===== src/rtl/mcp_spi_pkg.sv =====
// Shared types and constants for the MCP23S17 SPI sequencer and its expander front-ends.
package mcp_spi_pkg;

    typedef enum logic [2:0] {
        StIdle,
        StGrant,
        StSetup,
        StSend,
        StWaitRx,
        StGuard
    } state_e;

    localparam logic [3:0] OpcodePrefix = 4'b0100;

    localparam logic RwWrite = 1'b0;
    localparam logic RwRead  = 1'b1;

    // MCP23S17 register map (IOCON.BANK = 0)
    localparam logic [7:0] RegIodira = 8'h00;
    localparam logic [7:0] RegIodirb = 8'h01;
    localparam logic [7:0] RegIocon  = 8'h0A;
    localparam logic [7:0] RegGppua  = 8'h0C;
    localparam logic [7:0] RegGppub  = 8'h0D;
    localparam logic [7:0] RegGpioa  = 8'h12;
    localparam logic [7:0] RegGpiob  = 8'h13;
    localparam logic [7:0] RegOlata  = 8'h14;
    localparam logic [7:0] RegOlatb  = 8'h15;

    function automatic logic [7:0] mcp_opcode(logic [2:0] hwaddr, logic rw);
        return {OpcodePrefix, hwaddr, rw};
    endfunction

endpackage


===== src/rtl/mcp_spi_arbiter_rr_arbiter.sv =====
// Round-robin arbiter: first requester at or after the pointer wins; the pointer
// moves past the served index on an advance strobe.
module rr_arbiter
    import mcp_spi_pkg::*;
#(
    parameter int unsigned NUM_REQ = 2,
    localparam int unsigned IdxW = (NUM_REQ > 1) ? $clog2(NUM_REQ) : 1
) (
    input  logic               clk,
    input  logic               rst,
    input  logic [NUM_REQ-1:0] req,
    input  logic               advance,
    input  logic [IdxW-1:0]    adv_idx,
    output logic [NUM_REQ-1:0] grant,
    output logic [IdxW-1:0]    grant_idx,
    output logic               any_grant
);

    logic [IdxW-1:0] ptr;
    int              cand;

    always_comb begin
        grant     = '0;
        grant_idx = '0;
        any_grant = 1'b0;
        cand      = 0;
        for (int i = 0; i < int'(NUM_REQ); i++) begin
            cand = int'(ptr) + i;
            if (cand >= int'(NUM_REQ)) cand = cand - int'(NUM_REQ);
            if (!any_grant && req[cand]) begin
                any_grant   = 1'b1;
                grant_idx   = IdxW'(cand);
                grant[cand] = 1'b1;
            end
        end
    end

    always_ff @(posedge clk) begin
        if (rst) begin
            ptr <= '0;
        end else if (advance) begin
            ptr <= (adv_idx == IdxW'(NUM_REQ - 1)) ? '0 : adv_idx + 1'b1;
        end
    end

endmodule


===== src/rtl/mcp_spi_arbiter.sv =====
// Shares one byte-level SPI master between NUM_REQ MCP23S17 clients, framing
// opcode/register/data with CS guard time. Optional per-byte abort: MCP_SPI_ARB_TIMEOUT_EN.
module mcp_spi_arbiter
    import mcp_spi_pkg::*;
#(
    parameter int unsigned NUM_REQ  = 2,
    parameter int unsigned CS_SETUP = 2,
    parameter int unsigned CS_GUARD = 32,
    parameter int unsigned TIMEOUT  = 1023
) (
    input  logic                 clk,
    input  logic                 rst,
    input  logic [NUM_REQ-1:0]   req_valid,
    input  logic [NUM_REQ-1:0]   req_rw,
    input  logic [3*NUM_REQ-1:0] req_hwaddr,
    input  logic [8*NUM_REQ-1:0] req_reg,
    input  logic [8*NUM_REQ-1:0] req_wdata,
    output logic [NUM_REQ-1:0]   req_done,
    output logic [NUM_REQ-1:0]   req_err,
    output logic [7:0]           rdata,
    output logic [NUM_REQ-1:0]   cs_n,
    output logic                 busy,
    output logic [7:0]           tx_byte,
    output logic                 tx_dv,
    input  logic                 tx_ready,
    input  logic                 rx_dv,
    input  logic [7:0]           rx_byte
);

    localparam int unsigned IdxW = (NUM_REQ > 1) ? $clog2(NUM_REQ) : 1;

    state_e             state;
    logic [IdxW-1:0]    idx;
    logic               rw;
    logic [2:0]         hwaddr;
    logic [7:0]         regad;
    logic [7:0]         wdata;
    logic [1:0]         k;
    logic [15:0]        cnt;
    logic [7:0]         byte_k;
    logic [NUM_REQ-1:0] grant;
    logic [IdxW-1:0]    grant_idx;
    logic               any_grant;
    logic               frame_done;
    logic               advance;

    assign frame_done = (state == StWaitRx) && rx_dv && (k == 2'd2);

`ifdef MCP_SPI_ARB_TIMEOUT_EN
    logic [31:0] tcnt;
    logic        timeout_hit;

    assign timeout_hit = ((state == StSend) || (state == StWaitRx)) && (tcnt > 32'(TIMEOUT));
    assign advance     = frame_done || timeout_hit;

    // Restarts on every received byte so the limit applies per byte, not per frame.
    always_ff @(posedge clk) begin
        if (rst) begin
            tcnt <= '0;
        end else if ((state == StSend) || ((state == StWaitRx) && !rx_dv)) begin
            tcnt <= tcnt + 32'd1;
        end else begin
            tcnt <= '0;
        end
    end
`else
    logic unused_timeout;
    assign unused_timeout = ^TIMEOUT;
    assign advance        = frame_done;
    assign req_err        = '0;
`endif

    rr_arbiter #(
        .NUM_REQ(NUM_REQ)
    ) u_rr_arbiter (
        .clk      (clk),
        .rst      (rst),
        .req      (req_valid),
        .advance  (advance),
        .adv_idx  (idx),
        .grant    (grant),
        .grant_idx(grant_idx),
        .any_grant(any_grant)
    );

    always_comb begin
        byte_k = 8'h00;
        case (k)
            2'd0:    byte_k = mcp_opcode(hwaddr, rw);
            2'd1:    byte_k = regad;
            default: byte_k = (rw == RwRead) ? 8'h00 : wdata;
        endcase
    end

    always_ff @(posedge clk) begin
        if (rst) begin
            state    <= StIdle;
            cs_n     <= '1;
            tx_dv    <= 1'b0;
            tx_byte  <= 8'h00;
            req_done <= '0;
            rdata    <= 8'h00;
            busy     <= 1'b0;
            idx      <= '0;
            rw       <= RwWrite;
            hwaddr   <= '0;
            regad    <= '0;
            wdata    <= '0;
            k        <= '0;
            cnt      <= '0;
`ifdef MCP_SPI_ARB_TIMEOUT_EN
            req_err  <= '0;
`endif
        end else begin
            tx_dv    <= 1'b0;
            req_done <= '0;
`ifdef MCP_SPI_ARB_TIMEOUT_EN
            req_err  <= '0;
`endif
            case (state)
                StIdle: begin
                    if (any_grant) begin
                        idx    <= grant_idx;
                        rw     <= req_rw[grant_idx];
                        hwaddr <= req_hwaddr[3*int'(grant_idx) +: 3];
                        regad  <= req_reg[8*int'(grant_idx) +: 8];
                        wdata  <= req_wdata[8*int'(grant_idx) +: 8];
                        cs_n   <= ~grant;
                        busy   <= 1'b1;
                        state  <= StGrant;
                    end
                end
                StGrant: begin
                    cnt   <= '0;
                    k     <= '0;
                    state <= StSetup;
                end
                StSetup: begin
                    if (cnt + 16'd1 >= 16'(CS_SETUP)) state <= StSend;
                    else                              cnt   <= cnt + 16'd1;
                end
                StSend: begin
                    if (tx_ready) begin
                        tx_dv   <= 1'b1;
                        tx_byte <= byte_k;
                        state   <= StWaitRx;
                    end
                end
                StWaitRx: begin
                    if (rx_dv) begin
                        if (k != 2'd2) begin
                            k     <= k + 2'd1;
                            state <= StSend;
                        end else begin
                            if (rw == RwRead) rdata <= rx_byte;
                            cs_n          <= '1;
                            req_done[idx] <= 1'b1;
                            cnt           <= '0;
                            state         <= StGuard;
                        end
                    end
                end
                StGuard: begin
                    if (cnt + 16'd1 >= 16'(CS_GUARD)) begin
                        busy  <= 1'b0;
                        state <= StIdle;
                    end else begin
                        cnt <= cnt + 16'd1;
                    end
                end
                default: state <= StIdle;
            endcase
`ifdef MCP_SPI_ARB_TIMEOUT_EN
            // Abort overrides whatever the byte phase decided this cycle.
            if (timeout_hit) begin
                cs_n          <= '1;
                tx_dv         <= 1'b0;
                req_done      <= '0;
                req_done[idx] <= 1'b1;
                req_err[idx]  <= 1'b1;
                cnt           <= '0;
                state         <= StGuard;
            end
`endif
        end
    end

endmodule

===== config.mk =====
export PLATFORM = sky130hd
export DESIGN_NAME = mcp_spi_arbiter
export DESIGN_NICKNAME = d
export VERILOG_FILES = /design/src/rtl/mcp_spi_pkg.sv /design/src/rtl/mcp_spi_arbiter_rr_arbiter.sv /design/src/rtl/mcp_spi_arbiter.sv
export SDC_FILE = /design/constraint.sdc
export NUM_CORES = 1
export LEC_CHECK = 0
export ABC_AREA = 1
export BUFFER_PORTS_ARGS = -buffer_cell sky130_fd_sc_hd__clkbuf_2
export CORE_UTILIZATION = 55
export CTS_CLUSTER_DIAMETER = 200
export DETAILED_ROUTE_END_ITERATION = 7
export GPL_TIMING_DRIVEN = 0
export PLACE_DENSITY = 0.91
export SYNTH_ARGS = -nofsm -noshare
export SYNTH_HDL_FRONTEND = slang
export SYNTH_SLANG_ARGS = --single-unit

===== constraint.sdc =====
create_clock -name clk -period 3.7 [get_ports clk]
set_input_delay 0.74 -clock clk [delete_from_list [all_inputs] [get_ports clk]]
set_output_delay 0.74 -clock clk [all_outputs]
set_load 0.01 [all_outputs]

==> results_dict.tcl, run 1 <==
set metrics [dict create \
    area_delta_synth_final_pct 19.6 \
    tightest_slew_ps 648 \
    synth_warnings 0 \
    synth_common_cells "nand2_1, nor2_1, dfxtp_1" \
    holdBufCountCts 0 \
    leakage_nw 1.85 \
    synth_largest_area_cell "dfxtp_1" \
    worst_setup_hold_path_clk_slew_ps 70 \
    synth_most_common_cell "nand2_1" \
    synth_cell_types 37 \
    place_congestion 0.924 \
    antenna_found_initial 0 \
    synth_xor_area_share_pct 0.519 \
    ys_seq_elements 65 \
    synth-compound-area-share_pct 16.6 \
    synth_edf_count 0 \
    fin_util_pct 68.2 \
    cts_root_buf "clkbuf_8" \
    final_area_um2 4040 \
    wirelength_um 8360 \
    dpl.cell_count 641 \
    avgSynthCellArea_um2 6.87 \
    cts_resized 0 \
    clockPowerShare_pct 23.9 \
    grt_pass1_vias 3205 \
    htree_num_levels 3 \
    rsz0062_at_grt "false" \
    drt-pass1-iter-count 5 \
    ant_nets 0 \
    p_sw_mw 0.990 \
    crit_arrival_ps 2560 \
    setup_viol 0 \
    synthAdderAreaFrac_pct 1.85 \
    drive_gt1_share_pct 21.9 \
    cts_sinks 65 \
    cts_tree "done" \
    die_h_um 80.3 \
    dieWidth_um 80.3 \
    worstHoldPathType "reg -> reg" \
    cts_max_path_buffers 2 \
    timing.final.crit_share_pct 63.2 \
    synth_area_um2 3370 \
    crit_start "cnt[1]" \
    ir_drop_mv 0.337 \
    sequentialPowerShare_pct 38.7 \
    post_cts_buffers 0 \
    critPathMaxFanout 9 \
    status "finished clean" \
    slew_violations 0 \
    r2r-start "cnt[1]" \
    nets 636 \
    grt_max_degree 12 \
    critPathLaunchType "flop" \
    start_util_pct 57.0 \
    cp-end-kind "flop" \
    insertion_delay_ps 340 \
    routedWlPerCell_um 12.7 \
    vias 3564 \
    ys_async_sr_fraction_pct 0 \
    max_freq_ghz 0.428 \
    fp.dieArea_um2 6450 \
    switching_share_pct 39.6 \
    power_mw 2.50 \
    placed_area_um2 3840 \
    drtIter0Drc 187 \
    finalNonFillerCells 656 \
    critPathKind "reg -> reg" \
    drv_cap 0 \
    grt_usage_pct 27.9 \
    synth.area.mux_share_pct 0 \
    drc 0 \
    comb_power_share_pct 37.5 \
    skew_ps 7.69 \
    synth.top_cell.area_share_pct 38.6 \
    dp_hpwl_um 6280 \
    grt_pass1_wl_um 13900 \
    netlist_instances 491 \
    synth_top_family_by_area "simple AND/OR/NAND/NOR gates" \
    internal_power_mw 1.51 \
    p_per_area_nw_per_um2 620 \
    finalSetupTns_ps 0 \
    num_rows 28 \
    ioPinCount 78 \
    r2r_slack_ps 1360 \
    ys_seq_area_share_pct 38.6 \
    hold_violations 0 \
    required_ps 3920 \
    overflow 0 \
    viasPerCell 5.43 \
    holdCritStartpoint "idx" \
    synth-main-ff-cell "dfxtp_1" \
    yosys.area_share.simple_pct 34.3 \
    synth_area_leaders "dfxtp_1, nand2_1, nor2_1" \
    cts_buffers 9 \
    slew_headroom_pct 56.4 \
    fin_crit_ps 2340 \
    core-area_um2 5920 \
    antenna_cells 0 \
    io_buffers 74 \
]
worst paths after layout:
check	cells after the start	endpoint
worst max register to register	14	cnt[8]
worst max-delay path	14	cnt[8]
worst min-delay path	1	req_done[0]
worst min register to register	1	req_done[0]
state kept, by name, indices dropped and copies added (netlist names):
register          count
state                 3
req_done              2
cs_n                  2
busy                  1
wdata                 8
cnt                  16
rdata                 8
rw                    1
regad                 8
u_rr_arbiter.ptr      1
tx_byte               8
idx                   1
hwaddr                3
k                     2
tx_dv                 1
area by class of cell:
class | count | area, µm²
clock inverters | 5 | 56.3
multi-input cells | 358 | 1800
plain buffers | 19 | 86.3
fillers | 481 | 1880
inverters | 50 | 188
flip-flops and latches | 65 | 1300
repair buffers | 74 | 370
clock buffers | 10 | 138
well taps | 75 | 93.8
routing by layer:
layer / vias to the layer above / global-route usage [%] / routed length (µm)
met1: 1594 / 31.5 / 3430
met3: 27 / 4.77 / 531
met5: - / 0 / 0
li1: 1788 / - / -
met2: 155 / 50.9 / 4180
met4: 0 / 12.7 / 211
worst max-delay path, cell delays in order (launching register included):
cell and delay [ps]:
dfxtp_1 400, ha_1 250, nand2_1 80, nor2_2 230
nand2_1 90, nand2_1 60, nand2_1 60, a21oi_2 130
nand2_2 100, inv_1 60, nand3_1 100, nand2_2 140
nand3_4 150, nand2_1 260, a21oi_1 90
power by group through the flow:
| stage | Combinational, mW | Sequential (mW) | Clock, mW |
|---|---|---|---|
| floorplan | 0.697 | 0.955 | 0 |
| global placement | 0.870 | 0.972 | 0 |
| detailed placement | 0.907 | 0.978 | 0 |
| CTS | 0.927 | 0.964 | 0.598 |
| global route | 1.05 | 0.985 | 0.624 |
| finish | 0.937 | 0.968 | 0.597 |
per-stage QoR:
| step | setup WS, ps | hold WS (ps) |
|---|---|---|
| floorplan | 1810 | 402 |
| global placement | 1490 | 418 |
| detailed placement | 1400 | 430 |
| CTS | 1370 | 440 |
| global route | 1080 | 472 |
| finish | 1360 | 438 |
logic make-up after synthesis:
logic type,Yosys count
buffers and inverters,69
AND/OR/NAND/NOR,256
AO/OA/AOI/OAI,93
flip-flops,65
adder cells (fa/ha/maj),5
other,1
XOR/XNOR,2
placed cells by master (no fill, tap or decap), types with 5 or more instances in the layout:
cell type,netlist,final
clkbuf_8,0,10
nor2_1,67,67
o21ai_0,36,36
nand4_1,10,10
nand3_1,28,28
nand2_2,8,8
inv_1,47,47
nand2_1,122,122
clkbuf_1,16,16
clkbuf_2,0,74
dfxtp_1,65,65
a31oi_1,20,20
nor2_4,6,6
a21oi_1,21,21
ha_1,5,5
a31o_2,5,5
Power figures use the tool's default switching activity.
==> inputs of run 2 (changes only) <==
Settings changed: CORE_UTILIZATION 55 to 49, PLACE_DENSITY 0.91 to 0.87.
Clock period 3.7 ns to 2.1 ns, I/O delays scaled along.
==> run 2 against run 1 <==
  * The run now ends with setup timing left
  * Final area increased by 6.4%
  * Non-clock buffer count increased by 12
  * Sequential share of layout area decreased by 1.5 points
  * Largest cell class unchanged
  * Worst setup slack got worse by 1400 ps
==> results_dict.tcl, run 2 (same netlist as run 1, synthesis figures left out) <==
set metrics [dict create \
    status "complete, but fails checks" \
    failed_checks "setup timing" \
    skew_ps 7.43 \
    drive_gt1_share_pct 28.7 \
    grt_pass1_vias 3253 \
    setup_viol 6 \
    ioPinCount 78 \
    htree_num_levels 3 \
    r2r_slack_ps -30 \
    required_ps 2390 \
    whs_path_depth 3 \
    wirelength_um 9100 \
    slew_violations 0 \
    slew_headroom_pct 53.3 \
    p_per_area_nw_per_um2 1100 \
    fin_util_pct 66.1 \
    cts_sinks 65 \
    dp_hpwl_um 6360 \
    overflow 0 \
    rr_worst_depth 16 \
    place_congestion 0.916 \
    vias 3652 \
    setup_ws_ps -33.9 \
    drc 0 \
    worstHoldPathType "in -> reg" \
    crit_arrival_ps 2420 \
    drt-pass1-iter-count 5 \
    antenna_found_initial 0 \
    critPathKind "reg -> reg" \
    final_area_um2 4300 \
    drv_cap 0 \
    nets 649 \
    drtIter0Drc 238 \
    area_delta_synth_final_pct 27.3 \
    grt_max_degree 13 \
    dieWidth_um 85.0 \
    power_mw 4.72 \
    antenna_cells 0 \
    num_rows 29 \
    cp-end-kind "flop" \
    fp.dieArea_um2 7220 \
    rsz0062_at_grt "true" \
    cts_root_buf "clkbuf_8" \
    timing.final.crit_share_pct 102 \
    io_buffers 74 \
    routedWlPerCell_um 13.5 \
    tightest_slew_ps 694 \
    grt_pass1_wl_um 14000 \
    placed_area_um2 3840 \
    holdBufCountCts 0 \
    ant_nets 0 \
    hold_violations 0 \
    fin_crit_ps 2130 \
    max_freq_ghz 0.469 \
    start_util_pct 52.0 \
    cts_max_path_buffers 2 \
    top_register "cnt" \
    cts_buffers 9 \
    worst_setup_hold_path_clk_slew_ps 80 \
    insertion_delay_ps 360 \
    die_h_um 85.0 \
    critPathLaunchType "flop" \
    leakage_nw 1.93 \
    cts_tree "done" \
    viasPerCell 5.43 \
    ir_drop_mv 0.686 \
    largest_register_ffs 16 \
    layout_common_cells "nand2_1, clkbuf_2, nor2_1" \
    core-area_um2 6490 \
    grt_usage_pct 24.4 \
    critPathMaxFanout 5 \
    final_common_cell "nand2_1" \
]
==> run 2: per-stage QoR <==
stage               setup WS, ps  hold WS (ps)  setup TNS [ps]  instances
detailed placement          -196           450           -1960        643
global route                -162           291           -1540        672
finish                     -33.9           285            -103        672
global placement            -118           418            -982        643
CTS                        0.149           278               0        661
floorplan                    211           402               0        492
==> run 2: per-layer routing <==
layer | GRT usage (%) | vias up | wire [µm]
met5 | 0 | - | 0
met2 | 41.0 | 164 | 4540
met3 | 6.91 | 37 | 657
met4 | 12.5 | 0 | 325
li1 | - | 1809 | -
met1 | 28.3 | 1642 | 3580
==> run 2: what timing repair did <==
item,in CTS,in global routing
setup buffers,2,9
endpoints found under the setup margin,25,28
resized for setup,8,34
gates cloned,0,2
pin swaps,1,16
==> run 2: path summary, 6_finish.rpt <==
kind,from,endpoint
setup / recovery,cnt[1],cnt[2]
hold / removal,rx_byte[6],rdata[6]
setup reg to reg,cnt[1],cnt[2]
hold reg to reg,idx,req_done[0]
==> run 2: report_power, final <==
group,internal [mW],leakage (nW),switching (mW)
sequential,1.51,0.537,0.218
clock,0.552,0.0929,0.519
combinational,0.728,1.30,1.19
==> run 2: final cells by class <==
| cell class | count | area, µm² |
|---|---|---|
| inverter | 50 | 188 |
| buffer | 19 | 90.1 |
| sequential | 65 | 1320 |
| tap | 77 | 96.3 |
| clock inverter | 6 | 67.6 |
| timing repair buffer | 86 | 482 |
| fill | 510 | 2200 |
| multi-input combinational | 359 | 1920 |
| clock buffer | 10 | 128 |
==> run 2: worst max-delay path, stage by stage (launching register included) <==
cell	delay, ps
dfxtp_4	380
ha_4	170
nand2_2	70
nor2_4	200
nand2_1	90
nand2_1	70
nand2_2	60
a21oi_2	110
nand2_2	100
nor2_4	150
nand2_2	80
nand2_4	80
buf_4	120
nand3_2	110
nand2_1	110
nand2_1	60
nor2_1	110
